$ cat src/rtl/beta_mul_seq.sv
// Sequential 32x32 shift-and-add multiplier (low 32 bits of the product) for the Beta ALU MUL op.
// cla_add32 is the block's only adder; one radix-2 iteration per clock.

module cla_add32 (
    input  logic [31:0] a,
    input  logic [31:0] b,
    input  logic        ci,
    output logic [31:0] s,
    output logic        co,
    output logic        g,
    output logic        p
);
    logic [31:0] gi, pi, c;
    logic [7:0]  gg, gp;
    logic [8:0]  gc;

    assign gi = a & b;
    assign pi = a ^ b;
    assign gc[0] = ci;

    // 4-bit lookahead groups, second-level carry chained across groups
    for (genvar k = 0; k < 8; k++) begin : g_grp
        localparam int B = 4 * k;
        assign c[B]   = gc[k];
        assign c[B+1] = gi[B] | (pi[B] & gc[k]);
        assign c[B+2] = gi[B+1] | (pi[B+1] & gi[B]) | (pi[B+1] & pi[B] & gc[k]);
        assign c[B+3] = gi[B+2] | (pi[B+2] & gi[B+1]) | (pi[B+2] & pi[B+1] & gi[B])
                      | (pi[B+2] & pi[B+1] & pi[B] & gc[k]);
        assign gg[k]  = gi[B+3] | (pi[B+3] & gi[B+2]) | (pi[B+3] & pi[B+2] & gi[B+1])
                      | (pi[B+3] & pi[B+2] & pi[B+1] & gi[B]);
        assign gp[k]  = &pi[B+3:B];
        assign gc[k+1] = gg[k] | (gp[k] & gc[k]);
    end

    assign s  = pi ^ c;
    assign co = gc[8];
    assign g  = gc[8] & ~(&gp & ci);
    assign p  = &gp;
endmodule

// state | meaning
// IDLE  | waiting for start, no valid result
// RUN   | one shift-and-add iteration per clock
// DONE  | y holds a*b, waiting for next start
module beta_mul_seq #(
    parameter bit EARLY_EXIT = 1'b0
) (
    input  logic        clock,
    input  logic        reset_n,
    input  logic        start,
    input  logic [31:0] a,
    input  logic [31:0] b,
    output logic        busy,
    output logic        done,
    output logic [31:0] y
);
    typedef enum logic [1:0] {IDLE = 2'd0, RUN = 2'd1, DONE = 2'd2} state_t;

    state_t      state, state_nxt;
    logic [31:0] acc, acc_nxt, mcand, mcand_nxt, mplier, mplier_nxt;
    logic [4:0]  count, count_nxt;
    logic [31:0] sum, mplier_shr;
    logic        unused_co, unused_g, unused_p;

    cla_add32 u_add (
        .a  (acc),
        .b  (mcand & {32{mplier[0]}}),
        .ci (1'b0),
        .s  (sum),
        .co (unused_co),
        .g  (unused_g),
        .p  (unused_p)
    );

    assign mplier_shr = {1'b0, mplier[31:1]};

    always_comb begin
        state_nxt  = state;
        acc_nxt    = acc;
        mcand_nxt  = mcand;
        mplier_nxt = mplier;
        count_nxt  = count;
        case (state)
            IDLE, DONE: begin
                if (start) begin
                    acc_nxt    = '0;
                    mcand_nxt  = a;
                    mplier_nxt = b;
                    count_nxt  = '0;
                    state_nxt  = RUN;
                end
            end
            RUN: begin
                acc_nxt    = sum;
                mcand_nxt  = {mcand[30:0], 1'b0};
                mplier_nxt = mplier_shr;
                count_nxt  = count + 5'd1;
                if (count == 5'd31 || (EARLY_EXIT && mplier_shr == '0))
                    state_nxt = DONE;
            end
            default: state_nxt = IDLE;
        endcase
    end

    always_ff @(posedge clock) begin
        if (!reset_n) begin
            state  <= IDLE;
            acc    <= '0;
            mcand  <= '0;
            mplier <= '0;
            count  <= '0;
        end else begin
            state  <= state_nxt;
            acc    <= acc_nxt;
            mcand  <= mcand_nxt;
            mplier <= mplier_nxt;
            count  <= count_nxt;
        end
    end

    // outputs decode registered state only; acc is the product once in DONE
    assign busy = (state == RUN);
    assign done = (state == DONE);
    assign y    = acc;
endmodule

$ cat config.mk
export PLATFORM = sky130hd
export DESIGN_NAME = beta_mul_seq
export DESIGN_NICKNAME = d
export VERILOG_FILES = /design/src/rtl/beta_mul_seq.sv
export SDC_FILE = /design/constraint.sdc
export NUM_CORES = 1
export LEC_CHECK = 0
export ABC_AREA = 1
export BUFFER_PORTS_ARGS = -buffer_cell sky130_fd_sc_hd__buf_2
export CAP_MARGIN = 20
export CORE_UTILIZATION = 32
export CTS_CLUSTER_DIAMETER = 40
export DETAILED_ROUTE_END_ITERATION = 10
export HOLD_SLACK_MARGIN = 0.05
export PLACE_DENSITY_LB_ADDON = 0.25
export SKIP_LAST_GASP = 1
export SLEW_MARGIN = 10
export SYNTH_ARGS = -nofsm -noshare
export SYNTH_HDL_FRONTEND = slang
export SYNTH_SLANG_ARGS = --single-unit
export TNS_END_PERCENT = 100
$ cat constraint.sdc
create_clock -name clock -period 5.24 [get_ports clock]
set_input_delay 0 -clock clock [delete_from_list [all_inputs] [get_ports clock]]
set_output_delay 0 -clock clock [all_outputs]
set_load 0.005 [all_outputs]
== Yosys cells after proc, flatten, opt, wreduce, memory -nomap -nowiden ==
Cells that the tools add are included.
Widths: inputs -> output; s select.

* Register bits: 103
* Input port bits: 67
* Output and inout port bits: 34
* Logic and storage cells: 217

* Add/subtract/negate cells: 1
* Eq/ne operators: 5
* Muxes and demuxes: 11
* Bitwise logic cells: 184
* Reduce and logical (&&, ||, !) cells: 11

{| class="wikitable"
|+ Operator list
! operator !! count
|-
| $pmux 32 s2 || 3
|-
| $and 1x1->1 || 108
|-
| $mux 32 || 3
|-
| $or 1x1->1 || 72
|-
| $xor 32x32->32 || 2
|-
| $and 32x32->32 || 1
|-
| $and 31x31->31 || 1
|-
| $reduce_and 4->1 || 6
|-
| $pmux 5 s2 || 1
|-
| $add 5x1->5 const B || 1
|-
| $eq 5x5->1 const B || 1
|-
| $mux 5 || 1
|-
| $mux 2 || 2
|-
| $pmux 2 s2 || 1
|-
| $reduce_and 2->1 || 2
|-
| $eq 2x1->1 const B || 1
|-
| $eq 2x2->1 const B || 1
|-
| $logic_not 2->1 || 1
|-
| $ne 2x1->1 const B || 1
|-
| $ne 2x2->1 const B || 1
|-
| $reduce_bool 2->1 || 1
|-
| $reduce_or 2->1 || 1
|}

== Depth between registers and ports, before layout ==
Gate-level depths: netlist of run 1.

* Depth in word-level cells: 22
* Mapped depth: 26
* Depth with buffers taken out: 24

== By module ==
A second synthesis of run 1 with hierarchy kept.

* Cells, all modules: 945
* Area, all modules: 6,457.4 um2

{| class="wikitable"
|+ By module, submodules not included
! module !! times used !! cells each !! area an instance (um2) !! seq. area each (um2)
|-
| beta_mul_seq || 1 || 750 || 4,981.0 || 2,062.0
|-
| cla_add32 || 1 || 195 || 1,476.4 || 0.0
|}

== Worst setup path before layout of run 1 ==
No wires, ideal clock.

* Path type: reg-to-reg
* Start: reg mplier[0]
* End: reg acc[28] (netlist: y[28])
* Setup time: 0.065 ns
* Data arrival time: 2.919 ns
* Required time: 5.175 ns
* Setup slack: 2.256 ns
* Cell stages (with the launch flop): 26
* Buffers on the path: 2
* Clock period less this slack: 2.984 ns
* Cell sequence: dfxtp_1 > clkbuf_1 > clkbuf_1 > nand2_1 > inv_1 > ha_1 > or2_0 > nand2_1 > nand2_1 > nand2_1 > nand2_2 > nand2_2 > nand2_4 > nand2_4 > nand2_4 > nand2_4 > nand2_4 > nand2_4 > nand2_4 > nand2_4 > nand2_4 > inv_2 > fa_1 > o22ai_1 > inv_1 > nor2_1

* Word-level cells in the longest chain between the ends: 20
* Elaborated cells on any way between the ends: 79
* Those cells by class: mux: 1; bitwise: 72; reduce/logical: 6

{| class="wikitable"
|+ Ends and longest elaborated chain
! what !! RTL line !! text
|-
| start, declared || 60 || <nowiki>logic [31:0] acc, acc_nxt, mcand, mcand_nxt, mplier, mplier_nxt;</nowiki>
|-
| start signal, assigned || 116 || <nowiki>mplier <= mplier_nxt;</nowiki>
|-
| $and 32x32->32 * || 67 || <nowiki>.b (mcand & {32{mplier[0]}}),</nowiki>
|-
| $xor 32x32->32 or $and 31x31->31 (tied branches) || 18, 17 ||
|-
| $and 1x1->1 (on tied branches) || 29, 30 ||
|-
| $or 1x1->1 (tied with other cells) || 29 || <nowiki>assign gg[k] = gi[B+3] | (pi[B+3] & gi[B+2]) | (pi[B+3] & pi[B+2] & gi[B+1])</nowiki>
|-
| $or 1x1->1 or $and 1x1->1 (tied branches) || 29, 30 ||
|-
| $or 1x1->1 || 30 || <nowiki>| (pi[B+3] & pi[B+2] & pi[B+1] & gi[B]);</nowiki>
|-
| $and 1x1->1 || 32 || <nowiki>assign gc[k+1] = gg[k] | (gp[k] & gc[k]);</nowiki>
|-
| $or 1x1->1 || 32 ||
|-
| [4 not listed] || -- ||
|-
| $and 1x1->1 || 32 ||
|-
| $or 1x1->1 || 32 ||
|-
| $and 1x1->1 || 32 ||
|-
| $or 1x1->1 || 32 ||
|-
| $and 1x1->1 || 32 ||
|-
| $or 1x1->1 || 32 ||
|-
| $xor 32x32->32 * || 35 || <nowiki>assign s = pi ^ c;</nowiki>
|-
| $pmux 32 s2 * || 83 || <nowiki>case (state)</nowiki>
|-
| end signal, assigned || 114 || <nowiki>acc <= acc_nxt;</nowiki>
|-
| end, declared || 60 ||
|}

Mark *: on every way between the ends. The rest lies on a longest branch, timed or not.
A chain may end at the register's enable or synchronous reset.

== Worst setup path in the final report of run 1 ==
Ends and elaborated chain as after synthesis.

==> results.cfg, run 1 <==
[power_and_ir_drop]
internal_power_mw = 1.30
p_sw_share_pct = 26.6
p_comb_share_pct = 12.9
power_density_mw_per_mm2 = 250
power.clock.fraction_pct = 39.2
p_seq_share_pct = 47.9
power.total_mw = 1.77
leakage_nw = 3.32
p_sw_mw = 0.472
ir_drop_uv = 179

[synth]
ys.flop_type = dfxtp_1
synth.area.top_cells = dfxtp_1 (38%), nand2_1 (21%), ha_1 (7.6%)
avgSynthCellArea_um2 = 7.06
synth-seq-cells = 103
yosysWarnings = 0
ys_async_sr_fraction_pct = 0
yosysSeqAreaShare_pct = 37.8
synth-edff-count = 0
synth.most_common_cell = nand2_1
netlist_area_mm2 = 0.00545
yosysUniqueCellTypes = 32
syn-num-nets = 880
yosysTopAreaCellShare_pct = 37.8
synthTopCellsByCount = nand2_1 (305), dfxtp_1 (103), a31oi_1 (64)
syn-instance-count = 772
synth_top_area_cell = dfxtp_1

[detailed_routing]
drt_iter0_drc = 267
viasPerCell = 4.63
routedWlPerCell_um = 12.5
drt_first_pass_iters = 4
num_vias = 5260
finalWirelength_um = 14200
drcViolationCount = 0
final_antenna_net_count = 0

[finish]
fillCellCount = 1759
nets = 1021
syn_to_final_growth_pct = 30.0
antenna_cells = 0
drive_gt1_share_pct = 16.4

[status]
outcome = complete, no violations

[die]
core.rowCount = 47
die_y_um = 133
die_area_mm2 = 0.0176
start_util_pct = 32.9
io_pins = 101
fp.dieW_um = 133
core_mm2 = 0.0166

[worst_setup_path]
cp-start-kind = flop
crit_type = reg -> reg
critical_path_arrival_ps = 3590
cp.required_ps = 5530
cp-end-kind = flop
worst_r2r_path_depth = 22
critPathMaxFanout = 22

[cts]
cts_buffers = 9
root_buffer = clkbuf_16
cts_htree_levels = 3
worstSkewPairLatency_ps = 350
clock_sinks = 103
cts_setup_buffers = 0
cts_resized = 0
tritoncts = built
clkSlewWorstSetupHoldPaths_ps = 70
clock_path_buffers = 2

[sta]
drv_slew = 0
setup_viol = 0
fin_crit_ps = 3290
rsz0062_at_grt = false
finalClockSkew_ps = 8.61
tightest_slew_ps = 965
timing.final.crit_share_pct = 62.9
slew_headroom_pct = 35.6
setup_tns_ps = 0
finalHoldViolCount = 0
clock.fmax_mhz = 304

[global_routing]
track_usage_pct = 16.8
grt_first_pass_wirelength_um = 23900
antenna_found_initial = 0
grt_max_degree = 84
grt_overflow = 0
grt_pass1_vias = 4965

[place]
gp_congestion = 0.766
io_buffers = 100
hpwl_um = 8860

[min_path]
min_path_type = in -> reg
hold_depth = 4

[job]
cap_violations = 0
==> per-stage QoR <==
| step | utilization (%) | hold WS [ps] | instances | area, um^2 | setup slack (ps) |
|---|---|---|---|---|---|
| 6_report | 42.7 | 456 | 1137 | 7090 | 1950 |
| 5_1_grt | 42.7 | 459 | 1137 | 7090 | 1600 |
| 4_1_cts | 42.7 | 441 | 1137 | 7090 | 1890 |
| 3_5_place_dp | 37.0 | 274 | 1056 | 6130 | 1920 |
| 3_3_place_gp | 37.0 | 265 | 1056 | 6130 | 2000 |
| 2_1_floorplan | - | 138 | 772 | 5450 | 2260 |
==> cell usage in the layout, fill, tap and decap left out, drive strengths merged <==
| master | count |
|---|---|
| clkinv | 4 |
| bufinv | 1 |
| a21oi | 63 |
| fa | 8 |
| ha | 33 |
| clkbuf | 10 |
| o21ai | 18 |
| o22ai | 2 |
| dlygate4sd3 | 66 |
| nand3 | 10 |
| a21o | 3 |
| a211oi | 2 |
| or2 | 4 |
| nand3b | 1 |
| nand2 | 318 |
| buf | 106 |
| nor2 | 23 |
| nor3 | 4 |
| dfxtp | 103 |
| xnor2 | 2 |
| a31oi | 64 |
| a221oi | 1 |
| xor2 | 1 |
| inv | 65 |
| nand4 | 5 |
==> worst max-delay path, cell delays in order (launching register included) <==
cell	delay, ps
dfxtp_1	590
buf_4	350
nand2_1	80
inv_1	60
ha_1	250
a21o_1	200
nor2_1	120
nand2_2	100
nand2_2	80
nand2_4	70
nand2_4	70
nand2_4	60
nand2_4	80
nand2_4	60
nand2_4	70
nand2_4	70
nand2_4	80
nand2_4	50
inv_2	80
fa_1	410
o22ai_1	160
inv_1	50
nor2_1	80
==> power by group through the flow <==
stage / Clock [mW] / Sequential [mW] / Combinational, mW
5_1_grt: 0.751 / 0.854 / 0.258
3_3_place_gp: 0 / 0.867 / 0.192
6_report: 0.694 / 0.849 / 0.229
2_1_floorplan: 0 / 0.858 / 0.129
4_1_cts: 0.720 / 0.849 / 0.231
3_5_place_dp: 0 / 0.867 / 0.194
==> cells by family (layout without fill, tap and decap cells) <==
kind of cell	count (synthesis)	after routing	synth area share, %
compound gates	153	153	16.1
fa+ha+maj	41	41	10.5
flops	103	103	37.8
simple gates	365	365	27.7
buf+inv	107	252	7.39
xor+xnor	3	3	0.482
==> worst paths after layout <==
check,from,end,slack [ps]
min,b[31],mplier[31]$_SDFFE_PN0P_,460
max reg2reg,mplier[0]$_SDFFE_PN0P_,y[28]$_SDFFE_PN0P_,1950
min reg2reg,mplier[31]$_SDFFE_PN0P_,mplier[31]$_SDFFE_PN0P_,460
max,mplier[0]$_SDFFE_PN0P_,y[28]$_SDFFE_PN0P_,1950
==> state kept, by name, summed over array words and instances, names as in the netlist <==
| name | count |
|---|---|
| state | 2 |
| mcand | 32 |
| count | 5 |
| mplier | 32 |
| y | 32 |
==> layer usage <==
metal / wire [um] / GRT usage [%]
met1: 6680 / 20.3
met2: 6890 / 29.6
met3: 525 / 4.48
met4: 121 / 3.64
met5: 0 / 0
==> cell type report <==
cell class	count	area, um^2	share of cell area [%]
Multi-Input combinational cell	562	3000	42.4
Sequential cell	103	2060	29.1
Timing Repair Buffer	172	1210	17.0
Tap cell	220	275	3.88
Inverter	65	245	3.46
Clock buffer	10	239	3.37
Clock inverter	5	57.6	0.812
==> what timing repair did <==
item | CTS | global route
hold buffers | 66 | 0
setup endpoints to repair | 0 | 0
hold endpoints to repair | 66 | 0
Note: power is estimated with default switching activity, not from simulation.
==> run 2, diff against run 1 <==
- clock period: 5.24 -> 3.05 ns (I/O delays scaled with it)
==> results.cfg, run 2 (same netlist as run 1, synthesis figures left out) <==
[detailed_routing]
num_vias = 5261
final_antenna_net_count = 0
viasPerCell = 4.59
drcViolationCount = 0
finalWirelength_um = 14100
routedWlPerCell_um = 12.3
drt_iter0_drc = 262
drt_first_pass_iters = 6

[power_and_ir_drop]
leakage_nw = 3.37
ir_drop_uv = 380
power_density_mw_per_mm2 = 406

[sta]
setup_viol = 0
fin_crit_ps = 2890
fin_ws_ps = 162
slew_headroom_pct = 40.4
tightest_slew_ps = 895
timing.final.crit_share_pct = 94.7
finalClockSkew_ps = 6.31
finalHoldViolCount = 0
drv_slew = 0
clock.fmax_mhz = 346

[global_routing]
antenna_found_initial = 0
met2_usage_pct = 28.3
met3_usage_pct = 3.52
grt_max_degree = 84
grt_most_used_layer = met2
grt_pass1_vias = 5105
grt_overflow = 0
grt_first_pass_wirelength_um = 23800
grtUsageMet1_pct = 20.4
track_usage_pct = 16.7

[place]
post-place-ws_ps = 37.3
placed_cells = 1058
io_buffers = 100
placed_area_mm2 = 0.00617
gp_congestion = 0.754
hpwl_um = 8780

[cts]
clkSlewWorstSetupHoldPaths_ps = 70
worstSkewPairLatency_ps = 350
cts_htree_levels = 3
tritoncts = built
root_buffer = clkbuf_16
cts_buffers = 9
clock_path_buffers = 2
clock_sinks = 103

[die]
fp.dieW_um = 133
die_y_um = 133
start_util_pct = 32.9
die_area_mm2 = 0.0176
core_mm2 = 0.0166
core.rowCount = 47
io_pins = 101

[worst_setup_path]
critical_path_arrival_ps = 3150
crit_type = reg -> reg
cp-end-kind = flop
cp-start-kind = flop
cp.required_ps = 3310
critPathMaxFanout = 7

[finish]
nets = 1030
mostFrequentLayoutCells = nand2_1 (302), dfxtp_1 (102), buf_2 (100)
fin_area_mm2 = 0.00728
final_cells = 1146
drive_gt1_share_pct = 18.6
antenna_cells = 0
final_common_cell = nand2_1
syn_to_final_growth_pct = 33.5

[status]
outcome = complete, no violations

[min_path]
min_path_type = in -> reg

[job]
cap_violations = 0
[run 2: metrics by stage]
stage	power, mW	util, %	hold WS [ps]	TNS (ps)
after floorplan	1.70	-	138	0
after global placement	1.83	37.2	267	0
after detailed placement	1.83	37.2	266	0
after CTS	2.99	42.8	439	0
after global routing	3.12	43.9	467	-26.4
final	2.96	43.9	455	0
[run 2: path summary, 6_finish.rpt]
path	start	endpoint	slack, ps	depth (start not counted)
max	mplier[0]$_SDFFE_PN0P_	y[25]$_SDFFE_PN0P_	160	20
min	b[31]	mplier[31]$_SDFFE_PN0P_	460	4
max reg2reg	mplier[0]$_SDFFE_PN0P_	y[25]$_SDFFE_PN0P_	160	20
min reg2reg	mplier[31]$_SDFFE_PN0P_	mplier[31]$_SDFFE_PN0P_	470	2
[run 2: power by group]
part           switching (mW)  total [mW]  leakage (nW)  internal (mW)
registers              0.0462        1.46         0.841           1.41
clock network           0.511        1.08         0.125          0.571
logic                   0.232       0.418          2.41          0.186
[run 2: layer usage]
| metal | routed length [um] | up-vias |
|---|---|---|
| met1 | 6770 | 2350 |
| met3 | 439 | 17 |
| met5 | 0 | - |
| met4 | 301 | 0 |
| li1 | - | 2810 |
| met2 | 6570 | 84 |
[run 2: area by class of cell]
| type | count | area, um^2 |
|---|---|---|
| repair buffers | 181 | 1330 |
| clock buffers | 12 | 246 |
| clock inverters | 3 | 20.0 |
| flip-flops and latches | 103 | 2070 |
| inverters | 65 | 248 |
| multi-input cells | 562 | 3090 |
| fillers | 1734 | 9310 |
| well taps | 220 | 275 |
[run 2: repair_timing]
item / 4_1_cts / 5_1_grt
setup endpoints to repair: 0 / 5
endpoints found under the hold margin: 66 / 0
hold buffers: 66 / 0
setup buffers: 0 / 5
gates resized for setup: 0 / 19
[run 2: critical path, stage by stage (launching register included)]
cell and delay (ps):
dfxtp_4 370, buf_12 140, nand2_1 50, inv_1 40, ha_1 300, a21o_1 190
nor2_1 170, nand2_4 90, nand2_4 80, nand2_4 60, nand2_4 70, nand2_4 50
nand2_4 80, nand2_4 60, nand2_4 70, nand2_4 50, buf_4 150, fa_1 400
a21oi_1 150, o21ai_0 100, a21oi_1 120
==> run 3, diff against run 2 <==
- CAP_MARGIN: 20 -> default
- CORE_UTILIZATION: 32 -> 40
- PLACE_DENSITY_LB_ADDON: 0.25 -> 0.1
==> results.cfg, run 3 (same netlist as run 1, synthesis figures left out) <==
[place]
post-place-ws_ps = 52.8
io_buffers = 100
placed_cells = 1013
gp_congestion = 0.834
hpwl_um = 8670

[power_and_ir_drop]
leakage_nw = 3.36
ir_drop_uv = 239
power_density_mw_per_mm2 = 411

[min_path]
hold_start = b[23]
min_path_type = in -> reg
min_to = mplier[23]$_SDFFE_PN0P_
hold_depth = 4

[cts]
root_buffer = clkbuf_16
clkSlewWorstSetupHoldPaths_ps = 70
clock_path_buffers = 2
clock_sinks = 103
worstSkewPairLatency_ps = 340
tritoncts = built
cts_buffers = 9
cts_htree_levels = 3

[die]
die_y_um = 119
io_pins = 101
fp.dieW_um = 119
die_area_mm2 = 0.0141
core_mm2 = 0.0132
core.rowCount = 42
start_util_pct = 41.2

[finish]
mostFrequentLayoutCells = nand2_1 (304), dfxtp_1 (102), buf_2 (100)
antenna_cells = 0
drive_gt1_share_pct = 17.5
syn_to_final_growth_pct = 31.2
final_cells = 1101
final_common_cell = nand2_1
nets = 1029

[global_routing]
grt_max_degree = 84
grt_pass1_vias = 5212
grt_overflow = 0
track_usage_pct = 20.1
grt_first_pass_wirelength_um = 23200
antenna_found_initial = 0

[worst_setup_path]
worst_r2r_path_depth = 25
critical_path_arrival_ps = 3170
cp-startpoint = mplier[0]$_SDFFE_PN0P_
slowest_stage = fa_1
cp-start-kind = flop
worst-r2r-setup-slack_ps = 130
timing.rr.start = mplier[0]$_SDFFE_PN0P_
crit_family = simple AND/OR/NAND/NOR gates
cp.required_ps = 3300
critPathMaxFanout = 8
r2r-end = y[29]$_SDFFE_PN0P_
crit_type = reg -> reg
critical-path-max-stage-delay_ps = 390
cp-end-kind = flop
cp_num_buf_inv = 3
crit_path_frequent_cell = nand2_4

[sta]
drv_slew = 0
finalHoldViolCount = 0
tightest_slew_ps = 891
slew_headroom_pct = 40.6
finalClockSkew_ps = 6.61
timing.final.crit_share_pct = 95.7
fin_ws_ps = 132
fin_crit_ps = 2920
clock.fmax_mhz = 343
setup_viol = 0

[detailed_routing]
finalWirelength_um = 13600
drcViolationCount = 0
num_vias = 5362
drt_iter0_drc = 281
final_antenna_net_count = 0
viasPerCell = 4.87
drt_first_pass_iters = 5
routedWlPerCell_um = 12.4

[status]
outcome = complete, no violations

[job]
cap_violations = 0
-- run 3: stage by stage --
stage | hold slack (ps) | util [%] | area, um^2 | TNS (ps) | power [mW]
after floorplan | 138 | - | 5450 | 0 | 1.70
after global placement | 261 | 46.2 | 6120 | 0 | 1.82
after detailed placement | 270 | 46.2 | 6120 | 0 | 1.83
after CTS | 450 | 53.2 | 7050 | 0 | 2.97
after global routing | 485 | 54.0 | 7150 | -32.9 | 3.08
final | 465 | 54.0 | 7150 | 0 | 2.94
-- run 3: layer usage --
layer	track usage [%]	wire, um	vias to the layer above
li1	-	-	2814
met1	23.7	6370	2428
met2	36.7	6630	106
met3	3.04	422	14
met4	7.20	225	0
met5	0	0	-
-- run 3: layout make-up --
cell class | count | area, um^2
clock buffer | 11 | 243
sequential | 103 | 2070
timing repair buffer | 180 | 1320
clock inverter | 4 | 22.5
tap | 176 | 220
multi-input combinational | 562 | 3030
inverter | 65 | 245
fill | 1338 | 6090
-- run 3: worst max path at each step --
| stage | endpoint | cells after the start | slack [ps] |
|---|---|---|---|
| floorplan | y[28]$_SDFFE_PN0P_ | 25 | 70 |
| global placement | y[29]$_SDFFE_PN0P_ | 25 | 130 |
| detailed placement | y[29]$_SDFFE_PN0P_ | 25 | 50 |
| CTS | y[29]$_SDFFE_PN0P_ | 25 | 20 |
| global route | y[28]$_SDFFE_PN0P_ | 23 | -20 |
| finish | y[29]$_SDFFE_PN0P_ | 25 | 130 |
-- run 3: timing repair --
action / 4_1_cts / 5_1_grt
endpoints found under the hold margin: 66 / 0
resized for setup: 0 / 6
setup endpoints to repair: 0 / 2
hold buffers: 66 / 0
setup buffers: 0 / 6
-- run 3: power breakdown --
part           switching (mW)  leakage (nW)  internal, mW
clock network           0.507         0.131         0.568
logic                   0.227          2.39         0.181
registers              0.0451         0.841          1.41
-- run 3: worst min-delay path, stage by stage --
cell	delay, ps
dlygate4sd3_1	520
buf_2	110
nand2_1	50
a31oi_1	70
